### config.mk
export PLATFORM = sky130hd
export DESIGN_NAME = fetch_controller
export DESIGN_NICKNAME = d
export VERILOG_FILES = /design/src/rtl/fetch_controller.sv
export SDC_FILE = /design/constraint.sdc
export NUM_CORES = 1
export LEC_CHECK = 0
export ABC_AREA = 1
export CAP_MARGIN = 0
export CORE_UTILIZATION = 44
export CTS_CLUSTER_DIAMETER = 40
export CTS_CLUSTER_SIZE = 25
export DETAILED_ROUTE_END_ITERATION = 7
export DONT_BUFFER_PORTS = 1
export MAX_ROUTING_LAYER = met4
export REMOVE_ABC_BUFFERS = 1
export SLEW_MARGIN = 40
export SYNTH_ARGS = -nofsm -noshare
export SYNTH_HDL_FRONTEND = slang
export SYNTH_SLANG_ARGS = --single-unit
### constraint.sdc
create_clock -name clk -period 3.2 [get_ports clk]
set_input_delay 0.32 -clock clk [delete_from_list [all_inputs] [get_ports clk]]
set_output_delay 0.32 -clock clk [all_outputs]
set_load 0.05 [all_outputs]
### src/rtl/fetch_controller.sv
// fetch_controller: sequences the IF stage against a multi-cycle, handshaked
// instruction memory. One fetch is issued per PC value and the PC is frozen
// while it is outstanding. The fetched word is held until the pipeline
// accepts it, and a taken branch squashes any fetch still in flight.
// Optional feature macro: FETCH_TIMEOUT_EN (abort a fetch after
// TIMEOUT_CYCLES cycles without mem_ready and raise a sticky timeout_err).
module fetch_controller #(
  parameter logic [31:0] NOP_INSTR = 32'h0000_0000
`ifdef FETCH_TIMEOUT_EN
  ,
  parameter int TIMEOUT_CYCLES = 16
`endif
) (
  input  logic        clk,
  input  logic        rst,
  input  logic [31:0] pc,
  input  logic        branch_taken,
  input  logic        hazard_stall,
  output logic        mem_req,
  output logic [31:0] mem_addr,
  input  logic        mem_ready,
  input  logic [31:0] mem_rdata,
  output logic        pc_freeze,
  output logic        if_valid,
  output logic [31:0] if_instr,
  output logic        timeout_err
);

  typedef enum logic [1:0] {
    ST_IDLE = 2'd0,
    ST_REQ  = 2'd1,
    ST_HOLD = 2'd2,
    ST_DROP = 2'd3
  } state_t;

  state_t      state_r;
  state_t      state_next_s;
  logic        mem_req_r;
  logic        mem_req_next_s;
  logic [31:0] mem_addr_r;
  logic [31:0] mem_addr_next_s;
  logic        if_valid_r;
  logic        if_valid_next_s;
  logic [31:0] if_instr_r;
  logic [31:0] if_instr_next_s;
  logic        handoff_s;
  logic        timeout_hit_s;

  // The pipeline takes the held word this cycle, so the PC may advance.
  assign handoff_s = (state_r == ST_HOLD) & ~hazard_stall;
  // PC loads on a redirect or a handoff; it stays frozen throughout reset.
  assign pc_freeze = (~rst) | ~(branch_taken | handoff_s);

`ifdef FETCH_TIMEOUT_EN
  localparam int CNT_W = $clog2(TIMEOUT_CYCLES + 1);

  logic [CNT_W-1:0] tmo_cnt_r;
  logic             timeout_err_r;

  // Count cycles spent waiting on memory; zero whenever no request is open.
  always_ff @(posedge clk or negedge rst) begin
    if (!rst) begin
      tmo_cnt_r <= '0;
    end else if ((state_r == ST_REQ) || (state_r == ST_DROP)) begin
      tmo_cnt_r <= tmo_cnt_r + CNT_W'(1);
    end else begin
      tmo_cnt_r <= '0;
    end
  end

  // A late mem_ready in the final allowed cycle still wins over the abort.
  assign timeout_hit_s = ((state_r == ST_REQ) || (state_r == ST_DROP)) &&
                         (tmo_cnt_r == CNT_W'(TIMEOUT_CYCLES - 1)) && !mem_ready;

  // Sticky error flag, cleared only by reset.
  always_ff @(posedge clk or negedge rst) begin
    if (!rst) begin
      timeout_err_r <= 1'b0;
    end else begin
      timeout_err_r <= timeout_err_r | timeout_hit_s;
    end
  end

  assign timeout_err = timeout_err_r;
`else
  assign timeout_hit_s = 1'b0;
  assign timeout_err   = 1'b0;
`endif

  // Next-state and next-output decode for the fetch sequencer.
  always_comb begin
    state_next_s    = state_r;
    mem_req_next_s  = mem_req_r;
    mem_addr_next_s = mem_addr_r;
    if_valid_next_s = if_valid_r;
    if_instr_next_s = if_instr_r;
    case (state_r)
      ST_IDLE: begin
        if (branch_taken) begin
          state_next_s = ST_IDLE;
        end else begin
          mem_req_next_s  = 1'b1;
          mem_addr_next_s = pc;
          state_next_s    = ST_REQ;
        end
      end
      ST_REQ: begin
        if (mem_ready) begin
          mem_req_next_s = 1'b0;
          if (branch_taken) begin
            state_next_s = ST_IDLE;
          end else begin
            if_instr_next_s = mem_rdata;
            if_valid_next_s = 1'b1;
            state_next_s    = ST_HOLD;
          end
        end else if (timeout_hit_s) begin
          mem_req_next_s = 1'b0;
          if (branch_taken) begin
            state_next_s = ST_IDLE;
          end else begin
            if_instr_next_s = NOP_INSTR;
            if_valid_next_s = 1'b1;
            state_next_s    = ST_HOLD;
          end
        end else if (branch_taken) begin
          state_next_s = ST_DROP;
        end else begin
          state_next_s = ST_REQ;
        end
      end
      ST_HOLD: begin
        if (branch_taken | ~hazard_stall) begin
          if_valid_next_s = 1'b0;
          state_next_s    = ST_IDLE;
        end else begin
          state_next_s = ST_HOLD;
        end
      end
      ST_DROP: begin
        if (mem_ready | timeout_hit_s) begin
          mem_req_next_s = 1'b0;
          state_next_s   = ST_IDLE;
        end else begin
          state_next_s = ST_DROP;
        end
      end
      default: begin
        mem_req_next_s  = 1'b0;
        if_valid_next_s = 1'b0;
        state_next_s    = ST_IDLE;
      end
    endcase
  end

  // State and registered outputs; reset abandons any outstanding request.
  always_ff @(posedge clk or negedge rst) begin
    if (!rst) begin
      state_r    <= ST_IDLE;
      mem_req_r  <= 1'b0;
      mem_addr_r <= 32'h0000_0000;
      if_valid_r <= 1'b0;
      if_instr_r <= NOP_INSTR;
    end else begin
      state_r    <= state_next_s;
      mem_req_r  <= mem_req_next_s;
      mem_addr_r <= mem_addr_next_s;
      if_valid_r <= if_valid_next_s;
      if_instr_r <= if_instr_next_s;
    end
  end

  assign mem_req  = mem_req_r;
  assign mem_addr = mem_addr_r;
  assign if_valid = if_valid_r;
  assign if_instr = if_instr_r;

endmodule

======== Yosys cells after proc, flatten, opt, wreduce, memory -nomap -nowiden ========
Cells that the tools add are included.
cells by class
  add/subtract/negate cells ............... 0
  multipliers ............................. 0
  div/mod/pow operators ................... 0
  magnitude comparators ................... 0
  equal/unequal tests ..................... 8
  shifts and indexed selects .............. 0
  muxes and demuxes ....................... 13
  bitwise operators ....................... 8
  reduce and logical (&&, ||, !) cells .... 8
operators with widths
  operator              number
  $mux W2               5
  $pmux W2 S4           1
  $ne A2 B2 Y1 const B  3
  $reduce_and A3 Y1     2
  $mux W1               5
  $eq A2 B2 Y1 const B  2
  $ne A2 B1 Y1 const B  2
  $not A1 Y1            4
  $pmux W1 S2           2
  $reduce_and A4 Y1     1
  $reduce_bool A2 Y1    2
  $or A1 B1 Y1          3
  $eq A2 B1 Y1 const B  1
  $logic_not A2 Y1      1
  $reduce_and A2 Y1     1
  $reduce_or A2 Y1      1
  $and A1 B1 Y1         1
word-level totals
  bits in registers ....................... 68
  bits in latches ......................... 0
  bits in writable memories ............... 0
  ROM bits ................................ 0
  input bits .............................. 69
  word-level logic and storage cells ...... 42
  memories kept ........................... 0

======== Logic depth before layout (Yosys ltp) ========
  depth in word-level cells ............... 5
  mapped depth ............................ 8

======== Worst setup path after synthesis ========
Ideal clock, no wire load.
  path type ............................... input to register
  from .................................... input port branch_taken
  to ...................................... register if_instr_r[10] (netlist: if_instr[10])
  library setup time ...................... 66 ps
  data arrival time ....................... 1535 ps
  setup slack ............................. 1599 ps
  cell stages on the path ................. 7
  cell sequence ........................... inv_2 > buf_1 > ha_1 > clkbuf_1 > clkbuf_1 > nand3_1 > nand2_1
between the ends
  cells in the longest elaborated chain, start to end .. 2
ends and longest elaborated chain
  item                         line  RTL
  start: declaration           17    input logic branch_taken,
  $not A1 Y1 (no line)         -
  $reduce_and A3 Y1 (no line)  -
  end signal: assignment       169   if_instr_r <= if_instr_next_s;
  end: declaration             44    logic [31:0] if_instr_r;
No other way between the ends.
A chain may end at the register's enable or synchronous reset.

======== Worst setup path in the final report ========
  from .................................... register state_r[1]
  to ...................................... output port pc_freeze
between the ends
  cells in the longest elaborated chain, start to end .. 5
ends and longest elaborated chain
  item                      line  RTL
  start: declaration        36    state_t state_r;
  start signal: assignment  165   state_r <= state_next_s;
  $eq A2 B2 Y1              50    assign handoff_s = (state_r == ST_HOLD) & ~hazard_stall;
  $and A1 B1 Y1             50
  $or A1 B1 Y1              52    assign pc_freeze = (~rst) | ~(branch_taken | handoff_s);
  $not A1 Y1                52
  $or A1 B1 Y1              52
  end: declaration          23    output logic pc_freeze,
No other way between the ends.

==> key figures <==
Job
  • Max_cap viols: 0

GRT
  • Number of global-route vias before repair: between 1500 and 2000
  • First-pass GRT wire length: between 9000 and 10000 um
  • Largest net degree at the start of global routing: 69
  • Initial antenna violation count: 0
  • Grt ovf: 0
  • GRT Overall Usage: 0.195

Route
  • Drt drc: 0
  • Average wire per standard cell: around 15 um
  • Remaining antenna violation count: 0
  • Vias: around 2000
  • WL final: ~6000 um
  • DRT Pass-1 Iters: 4
  • Iter 0 DRT Violations: 94
  • Post-DR vias/cell: between 5 and 6

Clocking
  • CTS max path bufs: 2
  • Clock Sinks: a little under 70
  • Root Driver: clkbuf_8
  • H-tree lvl count: 3
  • CTS tree: built
  • Clk slew on worst S/H paths: 0.07 ns
  • Post-CTS setup buffers: 0
  • Clk Latency, worst-skew pair: about 0.34 ns
  • Total CTS buffers: 9

Final layout
  • FILL cells: roughly 580
  • Multi-input gate area: approximately 900 um^2
  • Final Net Count: 377
  • Area Overhead vs Synth: 8.93%
  • Diodes inserted: 0
  • Fraction of layout cells with a size suffix above 1: 0.0833
  • Reg area: 1700 um^2

Synthesis
  • Syn Area/Cell: 8.84 um^2
  • Area leader, netlist: dfrtp_1
  • Yosys Warn Count: 0
  • Netlist cell types: 17
  • Seq/Total Area, Yosys: 0.623
  • Cell Area, Synth: around 2700 um^2
  • Area contributors post-synth: dfrtp_1 (62%), nand2_1 (19%), nand3_1 (12%), buf_2 (2.2%), clkbuf_1 (0.82%)
  • Seq cells post-synth: between 60 and 70
  • Synth top area share: 0.623
  • Gate count of the mapped netlist: slightly above 300

Die
  • Core ar.: between 5000 and 6000 um^2
  • Row count: 28
  • Die Area: about 6500 um^2
  • I/O pin cnt: roughly 140
  • Die width: a little over 80 um
  • Initial Util: 0.459
  • Die height: between 80 and 90 um

Worst setup path
  • CP startpoint kind: flip-flop
  • Worst path bufs/invs: 1
  • Most Frequent Cell on Critical Path: nand2_1
  • CP top delay family: simple AND/OR/NAND/NOR gates
  • Critical path class: flip-flop to primary output
  • Crit path DAT: 1.43 ns
  • Critical Path Max Stage Delay: around 0.45 ns
  • CP Data Required Time: between 2 and 3 ns
  • R2R Setup Slk: between 1 and 1.5 ns
  • Critical path, cell by cell: inv_1, nor2_1, nand2_1, nand2_1, nand2_1
  • Crit. End Element: primary output
  • Worst Path Max Fanout: 4
  • Slowest cell on the critical path: dfrtp_1

STA
  • Hold Fails Final Rpt: 0
  • Number of setup violations in the final report: 0
  • Final worst path period need: ~1.8 ns
  • Setup TNS: 0 ns
  • Max-slew violation count: 0
  • Max-slew headroom: 0.612
  • RSZ-0062 raised after global routing: no
  • Final hold slack: ~0.089 ns
  • Worst Max-Slew Pin Slew: 0.580 ns
  • Max Clk Rate: approximately 0.57 GHz
  • Worst Skew: 0.00587 ns
  • Final period util: 0.547

Placement
  • Routability cong.: 0.710
  • HPWL reported at the end of detailed placement: ~3700 um
  • IO buf count: 0

Run status
  • Status: finished, final reports clean

Worst hold path
  • Min-delay worst type: primary input to flip-flop
-- cell usage in the layout, fill, tap and decap left out --
master           n
nand2_1        141
clkinvlp_4       1
nor2_4           1
nand3_1         65
o21ai_0          1
inv_2            2
clkbuf_1         1
nand4_1          1
buf_16           1
nand2_2          1
conb_1           1
buf_4            5
nor2_2           1
clkinv_2         4
inv_1            3
dlygate4sd3_1    1
clkbuf_8        10
ha_1             1
nor2_1           3
dfrtp_1         68
-- layer usage --
layer | routed length [um] | global-route usage | part of all wire | up-vias
li1 | - | - | - | 975
met1 | 2500 | 0.216 | 0.42 | 921
met2 | 2630 | 0.294 | 0.44 | 102
met3 | 761 | 0.0978 | 0.13 | 9
met4 | 86 | 0.0911 | 0.014 | 0
met5 | 0 | - | 0 | -
-- synth_stat cells, drive strengths merged --
| cell | count |
|---|---|
| inv | 5 |
| ha | 1 |
| nand3 | 65 |
| conb | 1 |
| nand4 | 1 |
| nor2 | 5 |
| nand2 | 142 |
| dfrtp | 68 |
| o21ai | 1 |
| clkbuf | 6 |
| buf | 14 |
-- worst paths after layout --
path | to | start | cells past startpoint
setup / recovery | pc_freeze | state_r[1] | 5
hold / removal | state_r[0] | mem_ready | 1
setup reg to reg | mem_addr[26] | state_r[1] | 6
hold reg to reg | state_r[1] | state_r[1] | 2
max in group asynchronous | mem_addr[25] | rst | 2
min in group asynchronous | if_instr[13] | rst | 2
-- per-stage QoR --
stage	std cells	setup slack, ns	instance area [um^2]	utilization
after detailed placement	369	1.19	2770	0.465
after CTS	387	1.44	2980	0.500
after global routing	387	1.32	2980	0.500
final	387	1.45	2980	0.500
after global placement	369	1.21	2770	0.465
after floorplan	289	1.08	2640	-
-- final cells by class --
class	count	area share
Sequential cell	68	0.572
Tap cell	75	0.0315
Clock inverter	5	0.00925
Inverter	5	0.00631
Multi-Input combinational cell	216	0.308
Clock buffer	11	0.0475
Timing Repair Buffer	7	0.0252
-- flip-flops by register name, summed over array words and instances, names as in the netlist --
| register | flops |
|---|---|
| if_valid | 1 |
| mem_addr | 32 |
| mem_req | 1 |
| state_r | 2 |
| if_instr | 32 |
-- kinds of logic (layout without fill, tap and decap cells) --
group | Yosys count | count (layout) | share of synthesized area
AOI/OAI and AO/OA | 1 | 1 | 0.00183
adders and majority gates | 1 | 1 | 0.00458
buffers and inverters | 25 | 28 | 0.0412
DFF | 68 | 68 | 0.623
other | 1 | 1 | 0.00137
and+or+nand+nor | 213 | 213 | 0.328
-- repair_timing --
item                                   CTS  global route
hold buffers                             2             0
gates resized for setup                  0             0
endpoints found under the hold margin   68             0
Power is not shown: default switching activity piles up to over one toggle a cycle in this logic, so the estimate is an artifact.
